$ cat src/rtl/dsp_mac_sequencer.sv
// dsp_mac_sequencer: drives one DSP slice through an N-tap multiply-accumulate,
// tracking accepted operand pairs through the multiplier pipeline with tags.
module dsp_mac_sequencer #(
    parameter int PIPE_LAT = 2,
    parameter int CNT_W    = 8
) (
    input  logic             clk,
    input  logic             rst_n,
    input  logic             start,
    input  logic [CNT_W-1:0] len,
    input  logic             bias_en,
    input  logic             abort,
    output logic             busy,
    input  logic             in_valid,
    output logic             in_ready,
    output logic             ceab,
    output logic             cep,
    output logic [7:0]       op_mode,
    output logic             result_valid,
    output logic [CNT_W-1:0] cnt
);
    typedef enum logic [1:0] {IDLE, RUN, DRAIN, DONE} state_t;
    state_t state, state_nxt;
    logic [CNT_W-1:0] len_q;
    logic bias_q;
    // tag = {valid, first, last}; entry PIPE_LAT-1 lines up with the M output
    logic [2:0] pipe [PIPE_LAT];
    logic [2:0] tag_in, tag_out;
    logic is_last;
    assign tag_out = pipe[PIPE_LAT-1];
    assign is_last = cnt == len_q - CNT_W'(1);
    assign busy    = state != IDLE;
    assign ceab    = in_valid && in_ready;
    assign tag_in  = ceab ? {1'b1, cnt == '0, is_last} : 3'b000;
    always_comb begin
        state_nxt    = state;
        in_ready     = 1'b0;
        cep          = 1'b0;
        op_mode      = 8'h00;
        result_valid = 1'b0;
        case (state)
            IDLE: if (start) begin
                state_nxt = (len == '0) ? DONE : RUN;
                cep       = len == '0;
                op_mode   = (len == '0 && bias_en) ? 8'h0C : 8'h00;
            end
            RUN, DRAIN: begin
                in_ready = state == RUN && cnt < len_q;
                cep      = tag_out[2];
                op_mode  = (tag_out[2] && tag_out[1]) ? (bias_q ? 8'h0D : 8'h01) : 8'h09;
                if (state == RUN && in_valid && cnt < len_q && is_last)
                    state_nxt = DRAIN;
                if (state == DRAIN && tag_out[2] && tag_out[0])
                    state_nxt = DONE;
            end
            DONE: begin
                result_valid = 1'b1;
                state_nxt    = IDLE;
            end
        endcase
        if (abort) begin
            state_nxt = IDLE;
            cep       = 1'b0;
            in_ready  = 1'b0;
        end
    end
    always_ff @(posedge clk or negedge rst_n) begin
        if (!rst_n) begin
            state  <= IDLE;
            cnt    <= '0;
            len_q  <= '0;
            bias_q <= 1'b0;
            for (int i = 0; i < PIPE_LAT; i++) pipe[i] <= 3'b000;
        end else begin
            state <= state_nxt;
            if (state == IDLE && start) begin
                len_q  <= len;
                bias_q <= bias_en;
                cnt    <= '0;
            end else if (ceab) begin
                cnt <= cnt + CNT_W'(1);
            end
            for (int i = PIPE_LAT - 1; i > 0; i--) pipe[i] <= abort ? 3'b000 : pipe[i-1];
            pipe[0] <= abort ? 3'b000 : tag_in;
        end
    end
endmodule
$ cat config.mk
export PLATFORM = sky130hd
export DESIGN_NAME = dsp_mac_sequencer
export DESIGN_NICKNAME = d
export VERILOG_FILES = /design/src/rtl/dsp_mac_sequencer.sv
export SDC_FILE = /design/constraint.sdc
export NUM_CORES = 1
export LEC_CHECK = 0
export CAP_MARGIN = 10
export CORE_ASPECT_RATIO = 0.75
export CORE_MARGIN = 2
export CORE_UTILIZATION = 40
export CTS_BUF_LIST = sky130_fd_sc_hd__clkbuf_4 sky130_fd_sc_hd__clkbuf_8 sky130_fd_sc_hd__clkbuf_16
export DETAILED_ROUTE_END_ITERATION = 16
export GPL_ROUTABILITY_DRIVEN = 0
export MAX_ROUTING_LAYER = met4
export SLEW_MARGIN = 20
export SYNTH_ARGS = -nofsm -noshare
export SYNTH_HDL_FRONTEND = slang
export SYNTH_SLANG_ARGS = --single-unit
$ cat constraint.sdc
create_clock -name clk -period 3.8 [get_ports clk]
set_input_delay 0.38 -clock clk [delete_from_list [all_inputs] [get_ports clk]]
set_output_delay 0.38 -clock clk [all_outputs]
set_load 0.02 [all_outputs]
Word level (Yosys, flattened, before mapping)
Index checks and enable logic that the tools add are counted.
Operators by class
  equality and inequality tests: 6
  reductions and logical operators: 17
  add/sub/neg operators: 2
  muxes and demuxes: 22
  $lt $le $gt $ge: 1
Operators with widths (count)
  8-bit logical NOT: 2
  4-bit 2-to-1 mux: 4
  8-bit 2-to-1 mux: 2
  1-bit logical AND: 10
  2-bit 2-to-1 mux: 5
  3-bit 2-to-1 mux: 3
  8-bit by 1-bit adder with 8-bit output, second input constant: 1
  8-bit equality test: 1
  8-bit less-than comparator: 1
  4-bit one-hot mux with 2 select lines: 1
  8-bit by 1-bit subtractor with 8-bit output, second input constant: 1
  2-bit one-hot mux with 3 select lines: 1
  1-bit 2-to-1 mux: 5
  2-bit equality test, second input constant: 2
  4-bit != test, second input constant: 1
  2-bit nonzero test: 2
  3-bit != test, second input constant: 1
  2-bit by 1-bit equality test with 1-bit output, second input constant: 1
  2-bit logical NOT: 1
  1-bit one-hot mux with 2 select lines: 1
  2-bit AND reduction: 1
  2-bit OR reduction: 1
Word-level totals
  bits of input ports: 14
  register bits: 25
  output and inout bits: 21

Depth between registers and ports, before layout
  depth in word-level cells: 8
  depth in mapped cells: 9
  gate-level depth less buffers: 8

Least setup slack after synthesis
Ideal clock, no wire load.
  path kind: register to register
  from: register cnt[7]
  to: register cnt[1]
  buffers on the path: 0
  data arrival time: 2282 ps
  stages on the path, launching flop included: 8
  period minus slack after synthesis: 2413 ps
  setup slack: 1387 ps
  path through: dfrtp_1 ha_1 and4_1 a2111oi_4 nand2_2 nor3_2 mux2i_1 nor2_1
On the way
  cells in the longest elaborated chain, start to end: 6
RTL lines
  start: declaration: RTL line 20  | output logic [CNT_W-1:0] cnt
  start signal: assignment: RTL line 81  | cnt <= cnt + CNT_W'(1);
  8-bit less-than comparator: RTL line 48  | in_ready = state == RUN && cnt < len_q;
  1-bit logical AND: RTL line 48
  1-bit 2-to-1 mux: RTL line 41  | case (state)
  1-bit 2-to-1 mux: RTL line 61  | if (abort) begin
  1-bit logical AND: RTL line 33  | assign ceab = in_valid && in_ready;
  net ceab: RTL line 16  | output logic ceab,
  2-bit nonzero test (no line)
The timed path passes the listed nets, and every way through them passes these cells.
A chain may end at the register's enable or synchronous reset.

Final worst setup path
  from: register cnt[6]
  to: output ceab
On the way
  cells in the longest elaborated chain, start to end: 5
RTL lines (RTL line)
  8-bit less-than comparator: 48
  1-bit logical AND: 48
  1-bit 2-to-1 mux: 41
  1-bit 2-to-1 mux: 61
  1-bit logical AND: 33
  end: declaration: 16
Every way passes these cells.

==> flow_summary_export.csv <==
group,metric,value,unit
layout,antenna_cells,0,
global_routing,busiest_layer,"met2",
global_routing,grt_max_degree,27,
global_routing,grt_first_pass_wirelength,7.362,mm
global_routing,antenna_found_initial,0,
setup_path,worstPathMaxFanout,11,
logic_synthesis,synth-seq-cells,25,
flow_run,max-cap-violations,0,
route,vias,1514,
sta,rsz0062_at_grt,"false",
cts,clockBufferDepth,2,
sta,max-slew-margin-rel,0.4704,
sta,tns,0,ns
power_and_ir_drop,finalPower,1.254,mW
global_routing,grt_usage,0.2020,
logic_synthesis,synth_top_area_frac,0.3514,
setup_path,critical_path_class,"reg -> out",
logic_synthesis,synth_edf_count,0,
logic_synthesis,synth_common_cells,"dfrtp_1 (25), inv_1 (17), ha_1 (16), nand2_1 (16), nor2_1 (14)",
floorplan,core_area,4154,µm²
sta,max_freq,0.3038,GHz
route,drtIter0Drc,82,
logic_synthesis,yosysWarnings,0,
sta,setup_viol,0,
layout,area_growth,20.87,%
setup_path,startpoint_type,"flop",
placed_design,numPortBuffers,29,
global_routing,grt_pass1_vias,1497,
sta,period_share,0.8663,
sta,final.setup_skew,0.005576,ns
floorplan,row_count,20,
logic_synthesis,ys.flop_type,"dfrtp_1",
placed_design,hpwl,3.260,mm
cts,cts-htree-levels,1,
route,firstDrtPassIters,4,
global_routing,met3_usage,0.04480,
power_and_ir_drop,p_leak,0.9277,nW
setup_path,worst_setup_path_end_kind,"primary output",
sta,period_minus_slack,3.292,ns
setup_path,cp.required,3.42,ns
global_routing,grt_util_met2,0.3022,
floorplan,die_x,81.04,µm
placed_design,post-place-ws,0.8393,ns
route,wl_per_cell,15.38,µm
global_routing,gr-usage-met1,0.2779,
status,status,"complete, no violations",
sta,worst_pin_slew,0.7944,ns
route,via_per_inst,5.388,
cts,clk_latency,0.28,ns
floorplan,die_h,61.78,µm
sta,holdWs,0.4632,ns
floorplan,dieArea,5007,µm²
route,drcViolationCount,0,
setup_path,reg2reg_slack,1.16,ns
floorplan,start_util,0.4286,
cts,cts_resized,0,
power_and_ir_drop,power.density,582.6,nW/µm²
layout,fillers,408,
cts,tritoncts,"done",
logic_synthesis,synth_area,1780,µm²
sta,setup_ws,0.5082,ns
logic_synthesis,yosys.area.top_type,"dfrtp_1",
logic_synthesis,ys_types,46,
logic_synthesis,yosysSeqAreaShare,0.3514,
cts,post_cts_buffers,0,
route,wirelength,4.323,mm
cts,cts_buffers,3,
cts,ctsHoldBuffers,0,
logic_synthesis,synthCells,199,
logic_synthesis,synthArstFlopShare,1.000,
cts,cts.sinks,25,
layout,drive_above_1_share,0.05752,
logic_synthesis,syn-mean-instance-area,8.947,µm²
cts,cts-root-buf,"clkbuf_8",
setup_path,arrival,2.91,ns
route,ant_nets,0,
layout,regArea,625.6,µm²
layout,final_area,2152,µm²
logic_synthesis,synth_most_common_cell,"dfrtp_1",
sta,finalMaxSlewViolations,0,
setup_path,r2r_end,"state[1]",
power_and_ir_drop,ir_drop,0.2398,mV
cts,clkTransAtPathRegs,0.09,ns
layout,final_nets,257,
layout,multi_input_area,1042,µm²
logic_synthesis,synth_area_leaders,"dfrtp_1 (35%), ha_1 (11%), xnor2_1 (5.9%), o21ai_0 (3.7%), inv_1 (3.6%)",
sta,hold_viol,0,
floorplan,io_pins,35,
setup_path,reg2reg_depth,7,
global_routing,grt_remaining_overflow,0,
setup_path,r2r_start,"cnt[6]",
worst_hold_path,hold_class,"in -> async",
placed_design,dpl_cell_area,2106,µm²
-- metal layers --
layer	vias up	share of wire
met3	6	0.057
met4	0	0.012
met2	38	0.42
li1	749	-
met5	-	0
met1	721	0.51
-- cells by family (layout without fill, tap and decap cells) --
group,Yosys count,after routing,share of synthesized area
flops,25,25,0.3514
xor+xnor,16,16,0.08293
fa+ha+maj,17,17,0.1181
buf+inv,29,52,0.07168
simple gates,75,75,0.2277
compound gates,35,35,0.1406
mux,1,1,0.005622
other cells,1,5,0.002106
-- power breakdown --
group / switching, mW / total [mW] / internal (mW)
Combinational: 0.392 / 0.681 / 0.289
Clock: 0.0921 / 0.166 / 0.0736
Sequential: 0.0790 / 0.407 / 0.328
Total: 0.563 / 1.25 / 0.691
-- placed cells by master (no fill, tap or decap), drive strengths merged, types with 2 or more instances in the layout --
cell type / n
o21ai: 14
o2bb2ai: 2
nand4: 4
clkbuf: 3
nand2b: 2
and4: 2
and3: 5
nor4: 10
conb: 5
nor4b: 2
inv: 17
buf: 2
a21oi: 6
nand2: 17
ha: 16
nor2b: 5
clkdlybuf4s50: 29
nand3: 4
dfrtp: 25
xnor2: 12
xor2: 4
nor2: 14
nor3: 6
-- area by class of cell --
class	count	share of cell area
inverters	17	0.02965
clock buffers	3	0.01919
clock inverters	1	0.002326
well taps	55	0.03198
flip-flops and latches	25	0.2907
multi-input cells	149	0.4843
repair buffers	31	0.1419
-- critical path, cell delays in order (launching register included) --
cell and delay, ns:
dfrtp_1 0.59, ha_1 0.33, and4_1 0.24, a2111oi_4 0.34, nand2_2 0.18, nor3_2 0.28, clkdlybuf4s50_1 0.67
-- registers in the layout (all words and copies together), names as in the netlist --
signal   count
cnt          8
bias_q       1
state        2
len_q        8
pipe         3
tag_out      3
-- worst max-delay path by stage --
| stage | slack [ns] | cells past startpoint | endpoint | from |
|---|---|---|---|---|
| after detailed placement | 0.84 | 6 | ceab | cnt[6] |
| final | 0.51 | 6 | ceab | cnt[6] |
| after CTS | 0.49 | 6 | ceab | cnt[6] |
| after global placement | 0.90 | 6 | ceab | cnt[6] |
| after global routing | 0.33 | 6 | ceab | cnt[6] |
| after floorplan | 1.39 | 7 | cnt[1] | cnt[7] |
-- metrics by stage --
| step | instances | util |
|---|---|---|
| finish | 281 | 0.5181 |
| global route | 281 | 0.5181 |
| floorplan | 203 | - |
| CTS | 281 | 0.5181 |
| global placement | 277 | 0.5069 |
| detailed placement | 277 | 0.5069 |
Note: power is estimated with default switching activity, not from simulation.
==> RTL edit: new RTL, same settings <==
The parameter `CNT_W` goes from 8 to 12.
--- a/src/rtl/dsp_mac_sequencer.sv
+++ b/src/rtl/dsp_mac_sequencer.sv
@@ -3,5 +3,5 @@
 module dsp_mac_sequencer #(
     parameter int PIPE_LAT = 2,
-    parameter int CNT_W    = 8
+    parameter int CNT_W    = 12
 ) (
     input  logic             clk,
Ports: changed (resized cnt and len); port bits go from 35 to 43. No check against the original RTL was run, so the function may have changed too.
==> RTL edit against the original RTL <==
  * Wire length rose by 31%
  * Fmax grew 12%
  * Design area is 31% higher
  * Critical path depth rose by 1
  * Sequential share of layout area is 0.29 points higher
  * Sequential cell count up 8
  * Die area rose by 27%
  * Clock skew fell by 0.0019 ns
  * Total power grew 23%
  * Area after synthesis is 28% higher
  * Worst setup slack better by 0.34 ns
  * Utilization decreased by 0.093 points
  * Critical path type unchanged
==> RTL edit: results (changes against the original RTL) <==
viasPerCell: 5.15  # was 5.39
dpl.hpwl_mm: 4.24  # was 3.26 mm
clk_pin_slew_ns: 0.07  # was 0.09 ns
largestRegisters: "cnt: 12 flops, len_q: 12 flops"  # was cnt: 8 flops, len_q: 8 flops
numCtsBuffers: 5  # was 3
slew_viol_final: 0  # unchanged
io_buffers: 37  # was 29
antenna_found_initial: 0  # unchanged
diodes: 0  # unchanged
slew_headroom_pct: 60.4  # was 47.0%
yosys-top-cells-count: "33 x dfrtp_1, 26 x nand2_1, 23 x inv_1"  # was 25 x dfrtp_1, 17 x inv_1, 16 x ha_1, 16 x nand2_1, 14 x nor2_1
root_buffer: "clkbuf_8"  # unchanged
htree_levels: 2  # was 1
grt_pass1_wl_mm: 9.34  # was 7.36 mm
path_max_fanout: 8  # was 11
grt_usage_pct: 19.2  # was 20.2%
synthMuxAreaShare_pct: 1.37  # was 0.562%
finClkSkew_ns: 0.00371  # was 0.00558 ns
r2r.worst_path.cells: 8  # was 7
critPathSlowestCell: "clkdlybuf4s50_1"  # unchanged
drt_first_pass_iters: 6  # was 4
max-clock-path-buffers: 2  # unchanged
synth_area_leaders: "dfrtp_1 36%, ha_1 11%, o21ai_0 4.8%"  # was dfrtp_1 35%, ha_1 11%, xnor2_1 5.9%
yosys.area_share.adder_pct: 11.0  # was 11.8%
grt_max_degree: 38  # was 27
yosysWarnings: 0  # unchanged
status: "complete, no violations"  # unchanged
synth-compound-area-share_pct: 15.9  # was 14.1%
synth_edf_count: 0  # unchanged
drive_above_1_share_pct: 4.98  # was 5.75%
totalWireLength_mm: 5.67  # was 4.32 mm
fill_cells: 514  # was 408
p_leak_uw: 0.00119  # was 0.000928 µW
drtIter0Drc: 105  # was 82
seq_area_frac_synth_pct: 36.1  # was 35.1%
nets: 339  # was 257
netlist-cell-type-count: 44  # was 46
grt_pass1_vias: 1797  # was 1,497
cp_data_arrival_time_ns: 2.57  # was 2.91 ns
whs_path_depth: 1
async_reset_ff_share_pct: 100  # unchanged
post-cts-setup-buffers: 0  # unchanged
peakVddDrop_v: 0.000177  # was 0.000240 V
post_cts_resize_count: 0  # unchanged
slowest_delay_ns: 0.63  # was 0.67 ns
clk_latency_ns: 0.29
synth-xor-area-share_pct: 6.13  # was 8.29%
path_delay_family: "buffers and inverters"  # was simple AND/OR/NAND/NOR gates
min_path_type: "register to register"  # was primary input to async pin
==> RTL edit: worst paths after layout <==
kind / slack, ns / from / end
max: 0.85 / cnt[5] / in_ready
min: 0.47 / pipe[4] / tag_out[1]
max reg2reg: 1.28 / len_q[0] / state[1]
min reg2reg: 0.47 / pipe[4] / tag_out[1]
max in group asynchronous: 2.98 / rst_n / len_q[0]
min in group asynchronous: 0.50 / rst_n / cnt[7]
==> RTL edit: stage by stage <==
step / cell area, µm² / hold WS (ns) / worst slack [ns] / cells
final: 2810 / 0.468 / 0.852 / 376
after detailed placement: 2720 / 0.456 / 1.05 / 369
after floorplan: 2300 / 0.0844 / 1.46 / 266
after global placement: 2720 / 0.446 / 1.05 / 369
after CTS: 2810 / 0.471 / 0.823 / 376
after global routing: 2810 / 0.509 / 0.671 / 376
==> RTL edit: power breakdown <==
part / leakage (µW) / internal, µW / switching, µW
clock: 0.0000477 / 151 / 130
combinational: 0.000704 / 313 / 414
sequential: 0.000437 / 431 / 103
total: 0.00119 / 895 / 647
==> RTL edit: layout make-up <==
type / count / area, µm² / area share (%)
clock buffer: 7 / 90.1 / 3.20
timing repair buffer: 40 / 393 / 14.0
multi-input combinational: 198 / 1320 / 47.1
sequential: 33 / 826 / 29.4
tap: 75 / 93.8 / 3.34
inverter: 23 / 86.3 / 3.07
==> RTL edit: per-layer routing <==
layer / global-route usage [%] / vias up / routed length, µm
li1: - / 1000 / -
met1: 30.0 / 874 / 3080
met2: 24.9 / 54 / 2220
met3: 3.70 / 8 / 287
met4: 5.05 / 0 / 73
met5: - / - / 0
